==> src/rtl/lc3_mio_bus_ctl_pkg.sv <==
// Shared types and constants for the LC-3 memory/IO bus controller.
// Optional read-only write error reporting is enabled with LC3_MIO_RO_ERR_EN.
package lc3_mio_pkg;

   typedef enum logic [1:0] {
      IDLE,
      ACCESS,
      HOLD
   } state_e;

   localparam logic [15:0] ADDR_KBSR = 16'hFE00;
   localparam logic [15:0] ADDR_KBDR = 16'hFE02;
   localparam logic [15:0] ADDR_DSR  = 16'hFE04;
   localparam logic [15:0] ADDR_DDR  = 16'hFE06;

   // Width of the read-data select: device channels plus one memory code.
   function automatic int sel_width(input int num_dev);
      return $clog2(num_dev + 1);
   endfunction

endpackage

==> src/rtl/lc3_mio_bus_ctl_if.sv <==
// CPU-side memory/IO bus between the LC-3 core and the bus controller.
// The master modport is the CPU, the slave modport is lc3_mio_bus_ctl.
interface lc3_mio_bus_ctl_if
   import lc3_mio_pkg::*;
#(
   parameter int ADDR_W  = 16,
   parameter int NUM_DEV = 4
);
   localparam int SEL_W = sel_width(NUM_DEV);

   logic [ADDR_W-1:0]  addr;
   logic               mio_en;
   logic               r_w;
   logic [SEL_W-1:0]   inmux;
   logic               mem_en;
   logic [NUM_DEV-1:0] dev_ld;
   logic [NUM_DEV-1:0] dev_rd;
   logic               r;
   logic               busy;
   logic               err;

   modport master (
      output addr, mio_en, r_w,
      input  inmux, mem_en, dev_ld, dev_rd, r, busy, err
   );

   modport slave (
      input  addr, mio_en, r_w,
      output inmux, mem_en, dev_ld, dev_rd, r, busy, err
   );

endinterface

==> src/rtl/lc3_mio_bus_ctl_decode.sv <==
// Combinational address decoder: device channel hit and index, or memory.
// The index output carries NUM_DEV when the address does not hit a channel.
module lc3_mio_decode
   import lc3_mio_pkg::*;
#(
   parameter int                ADDR_W     = 16,
   parameter int                NUM_DEV    = 4,
   parameter logic [ADDR_W-1:0] DEV_BASE   = ADDR_W'(ADDR_KBSR),
   parameter int                DEV_STRIDE = 2
) (
   input  logic [ADDR_W-1:0]              addr_i,
   output logic                           is_dev_o,
   output logic [sel_width(NUM_DEV)-1:0]  idx_o
);
   localparam int                SEL_W      = sel_width(NUM_DEV);
   localparam logic [ADDR_W-1:0] WIN        = ADDR_W'(NUM_DEV * DEV_STRIDE);
   localparam logic [ADDR_W-1:0] ALIGN_MASK = ADDR_W'(DEV_STRIDE - 1);
   localparam int                SHIFT      = $clog2(DEV_STRIDE);

   logic [ADDR_W-1:0] off;

   // The lower-bound compare keeps addresses below the base from wrapping into the window.
   always_comb begin
      off      = addr_i - DEV_BASE;
      is_dev_o = (addr_i >= DEV_BASE) && (off < WIN) && ((off & ALIGN_MASK) == '0);
      idx_o    = is_dev_o ? SEL_W'(off >> SHIFT) : SEL_W'(NUM_DEV);
   end

endmodule

==> src/rtl/lc3_mio_bus_ctl.sv <==
// LC-3 memory/IO bus controller: latches an access, waits the target latency, pulses r.
// Define LC3_MIO_RO_ERR_EN to flag writes to read-only channels on err.
module lc3_mio_bus_ctl
   import lc3_mio_pkg::*;
#(
   parameter int                 ADDR_W      = 16,
   parameter int                 NUM_DEV     = 4,
   parameter logic [ADDR_W-1:0]  DEV_BASE    = ADDR_W'(ADDR_KBSR),
   parameter int                 DEV_STRIDE  = 2,
   parameter logic [NUM_DEV-1:0] DEV_RO_MASK = NUM_DEV'(4'b0010),
   parameter int                 MEM_LAT     = 15,
   parameter int                 DEV_LAT     = 1
) (
   input logic              clk,
   input logic              rst_n,
   lc3_mio_bus_ctl_if.slave bus
);
   localparam int               SEL_W    = sel_width(NUM_DEV);
   localparam logic [SEL_W-1:0] SEL_MEM  = SEL_W'(NUM_DEV);
   localparam logic [7:0]       MEM_CNT0 = 8'(MEM_LAT - 1);
   localparam logic [7:0]       DEV_CNT0 = 8'(DEV_LAT - 1);

   state_e             state_q, state_d;
   logic [7:0]         cnt_q, cnt_d;
   logic [SEL_W-1:0]   tgt_q, tgt_d;
   logic               is_dev_q, is_dev_d;
   logic               wr_q, wr_d;
   logic               dec_is_dev;
   logic [SEL_W-1:0]   dec_idx;
   logic [NUM_DEV-1:0] dev_oh;

   lc3_mio_decode #(
      .ADDR_W     (ADDR_W),
      .NUM_DEV    (NUM_DEV),
      .DEV_BASE   (DEV_BASE),
      .DEV_STRIDE (DEV_STRIDE)
   ) u_decode (
      .addr_i   (bus.addr),
      .is_dev_o (dec_is_dev),
      .idx_o    (dec_idx)
   );

   // NOTE: non-blocking assignments so every register samples pre-edge values.
   always_ff @(posedge clk) begin
      if (!rst_n) begin
         state_q  <= IDLE;
         cnt_q    <= '0;
         tgt_q    <= SEL_MEM;
         is_dev_q <= 1'b0;
         wr_q     <= 1'b0;
      end else begin
         state_q  <= state_d;
         cnt_q    <= cnt_d;
         tgt_q    <= tgt_d;
         is_dev_q <= is_dev_d;
         wr_q     <= wr_d;
      end
   end

   // NOTE: every output of this block gets a default first, so no latch is inferred.
   always_comb begin
      state_d    = state_q;
      cnt_d      = cnt_q;
      tgt_d      = tgt_q;
      is_dev_d   = is_dev_q;
      wr_d       = wr_q;
      bus.r      = 1'b0;
      bus.mem_en = 1'b0;
      unique case (state_q)
         IDLE: begin
            if (bus.mio_en) begin
               tgt_d    = dec_idx;
               is_dev_d = dec_is_dev;
               wr_d     = bus.r_w;
               cnt_d    = dec_is_dev ? DEV_CNT0 : MEM_CNT0;
               state_d  = ACCESS;
            end
         end
         ACCESS: begin
            if (!bus.mio_en) begin
               state_d = IDLE;
            end else begin
               bus.mem_en = !is_dev_q;
               if (cnt_q != '0) begin
                  cnt_d = cnt_q - 8'd1;
               end else begin
                  bus.r   = 1'b1;
                  state_d = HOLD;
               end
            end
         end
         HOLD: begin
            if (!bus.mio_en) state_d = IDLE;
         end
         default: state_d = IDLE;
      endcase
   end

   // Strobes depend only on registered target and the r term, never on live addr.
   assign dev_oh      = is_dev_q ? (NUM_DEV'(1) << tgt_q) : '0;
   assign bus.dev_ld  = (bus.r && wr_q)  ? (dev_oh & ~DEV_RO_MASK) : '0;
   assign bus.dev_rd  = (bus.r && !wr_q) ? dev_oh : '0;
   assign bus.inmux   = (state_q == IDLE) ? SEL_MEM : tgt_q;
   assign bus.busy    = (state_q != IDLE);

`ifdef LC3_MIO_RO_ERR_EN
   assign bus.err = bus.r && wr_q && |(dev_oh & DEV_RO_MASK);
`else
   assign bus.err = 1'b0;
`endif

endmodule

==> src/flat_wrapper.sv <==
// flat-port wrapper written by rule: the top's interface ports become plain ports
module lc3_mio_bus_ctl_flat import lc3_mio_pkg::*;
#(
   parameter int                 ADDR_W      = 16,
   parameter int                 NUM_DEV     = 4,
   parameter logic [ADDR_W-1:0]  DEV_BASE    = ADDR_W'(ADDR_KBSR),
   parameter int                 DEV_STRIDE  = 2,
   parameter logic [NUM_DEV-1:0] DEV_RO_MASK = NUM_DEV'(4'b0010),
   parameter int                 MEM_LAT     = 15,
   parameter int                 DEV_LAT     = 1
)
  (clk, rst_n, bus_addr, bus_mio_en, bus_r_w, bus_inmux, bus_mem_en, bus_dev_ld, bus_dev_rd, bus_r, bus_busy, bus_err);
  lc3_mio_bus_ctl_if #(.ADDR_W(ADDR_W), .NUM_DEV(NUM_DEV)) bus_i ();
  input logic clk;
  input logic rst_n;
  input wire logic [$bits(bus_i.addr)-1:0] bus_addr;
  input wire logic [$bits(bus_i.mio_en)-1:0] bus_mio_en;
  input wire logic [$bits(bus_i.r_w)-1:0] bus_r_w;
  output wire logic [$bits(bus_i.inmux)-1:0] bus_inmux;
  output wire logic [$bits(bus_i.mem_en)-1:0] bus_mem_en;
  output wire logic [$bits(bus_i.dev_ld)-1:0] bus_dev_ld;
  output wire logic [$bits(bus_i.dev_rd)-1:0] bus_dev_rd;
  output wire logic [$bits(bus_i.r)-1:0] bus_r;
  output wire logic [$bits(bus_i.busy)-1:0] bus_busy;
  output wire logic [$bits(bus_i.err)-1:0] bus_err;
  assign bus_i.addr = bus_addr;
  assign bus_i.mio_en = bus_mio_en;
  assign bus_i.r_w = bus_r_w;
  assign bus_inmux = bus_i.inmux;
  assign bus_mem_en = bus_i.mem_en;
  assign bus_dev_ld = bus_i.dev_ld;
  assign bus_dev_rd = bus_i.dev_rd;
  assign bus_r = bus_i.r;
  assign bus_busy = bus_i.busy;
  assign bus_err = bus_i.err;
  lc3_mio_bus_ctl #(.ADDR_W(ADDR_W), .NUM_DEV(NUM_DEV), .DEV_BASE(DEV_BASE), .DEV_STRIDE(DEV_STRIDE), .DEV_RO_MASK(DEV_RO_MASK), .MEM_LAT(MEM_LAT), .DEV_LAT(DEV_LAT)) u_core (.clk(clk), .rst_n(rst_n), .bus(bus_i));
endmodule
==> config.mk <==
export PLATFORM = sky130hd
export DESIGN_NAME = lc3_mio_bus_ctl_flat
export DESIGN_NICKNAME = d
export VERILOG_FILES = /design/src/rtl/lc3_mio_bus_ctl_pkg.sv /design/src/rtl/lc3_mio_bus_ctl_if.sv /design/src/rtl/lc3_mio_bus_ctl_decode.sv /design/src/rtl/lc3_mio_bus_ctl.sv /design/src/flat_wrapper.sv
export SDC_FILE = /design/constraint.sdc
export NUM_CORES = 1
export LEC_CHECK = 0
export CORE_MARGIN = 5
export CORE_UTILIZATION = 35
export DETAILED_ROUTE_END_ITERATION = 12
export PLACE_DENSITY = 0.61
export SLEW_MARGIN = 20
export SYNTH_ARGS = -nofsm -noshare
export SYNTH_HDL_FRONTEND = slang
export SYNTH_HIERARCHICAL = 1
export SYNTH_SLANG_ARGS = --single-unit
==> constraint.sdc <==
create_clock -name clk -period 5.7 [get_ports clk]
set_input_delay 0.855 -clock clk [delete_from_list [all_inputs] [get_ports clk]]
set_output_delay 0.855 -clock clk [all_outputs]
set_load 0.01 [all_outputs]
== Word-level counts from Yosys, hierarchy flattened ==
Cells that the tools add are included.
Operators by class
  add/sub/neg operators: 2
  multipliers: 0
  divide/modulo/power cells: 0
  order comparisons: 2
  equal/unequal tests: 7
  shift-type cells: 1
  muxes and demuxes: 20
  bitwise operators: 0
  reduce and logical (&&, ||, !) cells: 14
Operator list (number)
  2-to-1 mux 8 bit: 3
  greater-or-equal comparator 16 bit (second input constant): 1
  zero test 16 bit: 1
  less-than comparator 16 x 4 -> 1 bit (second input constant): 1
  2-to-1 mux 4 bit: 4
  one-hot mux 8 bit (2 select lines): 1
  subtractor 16 bit (second input constant): 1
  2-to-1 mux 2 bit: 4
  nonzero test 8 bit: 1
  subtractor 8 x 1 -> 8 bit (second input constant): 1
  2-to-1 mux 3 bit: 2
  != test 2 bit (second input constant): 3
  one-hot mux 2 bit (3 select lines): 1
  2-to-1 mux 1 bit: 5
  logical AND 1 bit: 4
  AND reduction 4 bit: 1
  nonzero test 2 bit: 2
  << shifter 1 x 3 -> 4 bit (first input constant): 1
  != test 3 bit (second input constant): 1
  AND reduction 3 bit: 1
  equality test 2 x 1 -> 1 bit (second input constant): 1
  equality test 2 bit (second input constant): 1
  zero test 1 bit: 2
  zero test 2 bit: 1
  2 further kinds: 2
Word-level totals
  flip-flop bits (word level): 15
  bits in latches: 0
  memory bits (writable): 0
  bits in read-only memories: 0
  bits of input ports: 20
  output and inout bits: 15
  word-level logic and storage cells: 51
  memories kept: 0

== Depth between registers and ports, before layout ==
  word-level depth: 7
  gate-level depth with buffers: 6
  gate-level depth less buffers: 6

== By module ==
The synthesis kept the hierarchy.
Modules (own cells, without submodules)
  lc3_mio_bus_ctl: times used 1, cells each 112, area an instance 873.3 um^2, sequential area each 300.3 um^2
  lc3_mio_decode: times used 1, cells each 9, area an instance 101.3 um^2, sequential area each 0.0 um^2

== Least setup slack after synthesis ==
Ideal clock, no wire load.
  path kind: register to output
  start: register u_core.cnt_q[0]
  end: output bus_dev_ld[0]
  arrival time: 2.023 ns
  required time: 4.845 ns
  path slack: 2.822 ns
  stages on the path, launching flop included: 7
  buffers on the path: 0
  path through: dfxtp_1 -> inv_1 -> ha_1 -> or3b_2 -> nor3_1 -> nand2b_1 -> nor4_1
On the way
  cells in the longest elaborated chain, start to end: 6
Ends and longest elaborated chain
  start: declaration: line lc3_mio_bus_ctl.sv:24  | logic [7:0] cnt_q, cnt_d;
  start signal: assignment: line lc3_mio_bus_ctl.sv:53  | cnt_q <= cnt_d;
  nonzero test 8 bit: line lc3_mio_bus_ctl.sv:84  | if (cnt_q != '0) begin
  2-to-1 mux 1 bit: line lc3_mio_bus_ctl.sv:84
  2-to-1 mux 1 bit: line lc3_mio_bus_ctl.sv:80  | if (!bus.mio_en) begin
  2-to-1 mux 1 bit: line lc3_mio_bus_ctl.sv:69  | unique case (state_q)
  named net bus_r: line flat_wrapper.sv:23  | output wire logic [$bits(bus_i.r)-1:0] bus_r;
  logical AND 1 bit: line lc3_mio_bus_ctl.sv:101  | assign bus.dev_ld = (bus.r && wr_q) ? (dev_oh & ~DEV_RO_MASK) : '0;
  2-to-1 mux 4 bit: line lc3_mio_bus_ctl.sv:101
  end: declaration: line flat_wrapper.sv:21  | output wire logic [$bits(bus_i.dev_ld)-1:0] bus_dev_ld;
The timed path passes the listed nets, and every way through them passes these cells.

== Worst setup path in the final report ==
  start: input bus_mio_en
  end: output bus_dev_ld[0]
On the way
  cells in the longest elaborated chain, start to end: 4
Ends and longest elaborated chain
  start: declaration: line flat_wrapper.sv:17  | input wire logic [$bits(bus_i.mio_en)-1:0] bus_mio_en;
  2-to-1 mux 1 bit: line lc3_mio_bus_ctl.sv:80
  2-to-1 mux 1 bit: line lc3_mio_bus_ctl.sv:69
  logical AND 1 bit: line lc3_mio_bus_ctl.sv:101
  2-to-1 mux 4 bit: line lc3_mio_bus_ctl.sv:101
Every way passes these cells.

==> impl_metrics.toml <==
[critical_path]
path_max_fanout = 6
required_ns = 4.85
setup.worst_path.end_class = "primary output"
worst-setup-path-type = "input port to primary output"
start_kind = "input port"
worst_ep_arrival_time_ns = 2.91

[final_layout]
nFillCells = 280
regArea_sq_um = 300
area.growth.synth_to_final_pct = 38.0
antenna_cells = 0
nNetsFinal = 179
drive_gt1_share_pct = 7.74
multi_input_area_sq_um = 637

[sta]
hold_ws_ns = 0.508
setup_tns_ns = 0
setup_viol = 0
maxClockFrequency_ghz = 0.265
rsz0062_at_grt = "no"
worst_slew_pin_slew_ns = 0.526
clock_skew_ns = 0.00543
hold_violations = 0
drv_slew = 0
min_period_ns = 3.77
fin_crit_sh_pct = 66.1
max-slew-margin-rel_pct = 64.7

[routing]
routed_wl_um = 2480
drc_errors = 0
vias = 1012
via_per_inst = 5.44
dr.pass1.iters = 4
wl_per_cell_um = 13.3
drtIter0Drc = 28
postRouteAntennaNets = 0

[floorplan]
floorplan.rows = 19
start_util_pct = 36.0
die_y_um = 62.8
die_w_um = 62.8
dieArea_sq_mm = 0.00394
io_pins = 35
core_area_sq_mm = 0.00271

[yosys]
yosysWarnings = 6
yosysUniqueCellTypes = 39
syn_inst = 121
synth_flop_cell = "dfxtp_1"
ys_ff_latch = 15
syn_area_sq_um = 975
avgSynthCellArea_sq_um = 8.06
async_reset_ff_share_pct = 0
ys_seq_area_share_pct = 30.8
synth_enable_flop_cells = 0

[clock_network]
tritoncts = "yes"
post_cts_buffers = 0
clk_pin_slew_worst_paths_ns = 0.09
clockBufferDepth = 2
cts_buffers = 3
root_buffer = "clkbuf_4"
cts_resized = 0
cts_max_level = 1
cts_sinks = 15
insertion_delay_ns = 0.28
hold_buffers = 0

[global_route]
grt_overflow = 0
grt_pass1_vias = 970
antenna_found_initial = 0
grt_pass1_wl_um = 4220
grtUsageTotal_pct = 12.9
grt_max_degree = 13

[run_status]
status = "completed"

[placed_design]
port_buffers = 32
hpwl_um = 2060
place_congestion = 0.806

[power]
power.density_mw_per_mm2 = 187
p_leak_nw = 0.488
peakVddDrop_uv = 95.2

[min_path]
hold_class = "flop to flop"

[job]
maxCapViolCount = 0
-- logic make-up (layout without fill, tap and decap cells) --
logic type               count (synthesis)  count (layout)  synth area share (%)
AO/OA/AOI/OAI                           23              23                  16.3
XOR/XNOR                                 2               2                  1.80
adder cells (fa/ha/maj)                  3               3                  3.85
buffers and inverters                    9              42                  4.24
flip-flops                              15              15                  30.8
other                                    1               2                 0.385
AND/OR/NAND/NOR                         68              68                  42.6
-- metrics by stage --
step / std cells / instance area (sq um) / setup slack (ns) / power, W / utilization [%]
after floorplan: 122 / 978 / 2.82 / 0.000166 / -
after global placement: 182 / 1320 / 2.11 / 0.000192 / 48.7
after detailed placement: 182 / 1320 / 1.94 / 0.000193 / 48.7
after CTS: 186 / 1350 / 1.93 / 0.000255 / 49.6
after global routing: 186 / 1350 / 1.66 / 0.000270 / 49.6
final: 186 / 1350 / 1.93 / 0.000252 / 49.6
-- critical path, cell delays in order --
cell             delay [ns]
clkdlybuf4s50_1        0.57
nand3b_1               0.14
nor3_1                 0.27
nand2b_1               0.17
nor4_1                 0.31
clkdlybuf4s50_1        0.60
-- metal layers --
layer | vias to the layer above | track usage (%) | part of all wire, %
met2 | 39 | 21.8 | 48
met4 | 0 | 6.37 | 2.3
met3 | 8 | 1.80 | 4.8
met1 | 472 | 15.8 | 44
li1 | 493 | - | -
met5 | - | 0 | 0
-- cell usage in the layout (no fill, tap or decap), types with 3 or more instances in the layout --
cell type        synthesis  layout
a21boi_0                 8       8
and2_1                   4       4
clkbuf_4                 0       3
clkdlybuf4s50_1          0      32
dfxtp_1                 15      15
ha_1                     3       3
inv_1                    6       6
nand2_1                 15      15
nand2b_1                 3       3
nand3_1                  3       3
nor2_1                  11      11
nor2b_1                  6       6
nor3_1                   3       3
nor4_1                   5       5
o21ai_0                  7       7
-- Yosys cell counts, types with 2 or more instances --
library cell	n	area share (%)
a21oi_1	2	1.0
or3_1	2	1.3
nand2b_1	3	1.9
buf_4	2	1.5
nor2_1	11	4.2
and2_1	4	2.6
or2_2	2	1.3
a21boi_0	8	6.2
nand4_1	2	1.3
nor4_1	5	3.2
o2111a_1	2	2.3
ha_1	3	3.9
nand2_1	15	5.8
nand3_1	3	1.5
dfxtp_1	15	31
inv_1	6	2.3
nor2b_1	6	3.9
o21ai_0	7	3.6
nor3_1	3	1.5
-- power by group --
group / internal (W) / switching, W / total, W / leakage [nW]
clock: 0.0000271 / 0.0000337 / 0.0000608 / 0.0150
combinational: 0.0000380 / 0.0000326 / 0.0000706 / 0.350
sequential: 0.000112 / 0.00000880 / 0.000120 / 0.123
-- path summary, 6_finish.rpt --
path                         from         endpoint  slack, ns  cells past startpoint
setup / recovery       bus_mio_en    bus_dev_ld[0]       1.93                      6
hold reg to reg   u_core/cnt_q[1]  u_core/cnt_q[1]       0.51                      2
setup reg to reg  u_core/cnt_q[2]  u_core/cnt_q[3]       3.86                      4
hold / removal    u_core/cnt_q[1]  u_core/cnt_q[1]       0.51                      2
-- sequential cells by signal, indices dropped and copies added (netlist names) --
| signal | cells |
|---|---|
| u_core/is_dev_q | 1 |
| u_core/tgt_q | 3 |
| u_core/cnt_q | 8 |
| u_core/wr_q | 1 |
| u_core/state_q | 2 |
-- cell type report --
cell class | instances | area share (%)
multi-input cells | 98 | 47.3
clock buffers | 4 | 1.95
well taps | 31 | 2.88
repair buffers | 32 | 23.8
inverters | 6 | 1.67
flip-flops and latches | 15 | 22.3
(Power assumes the default switching activity.)
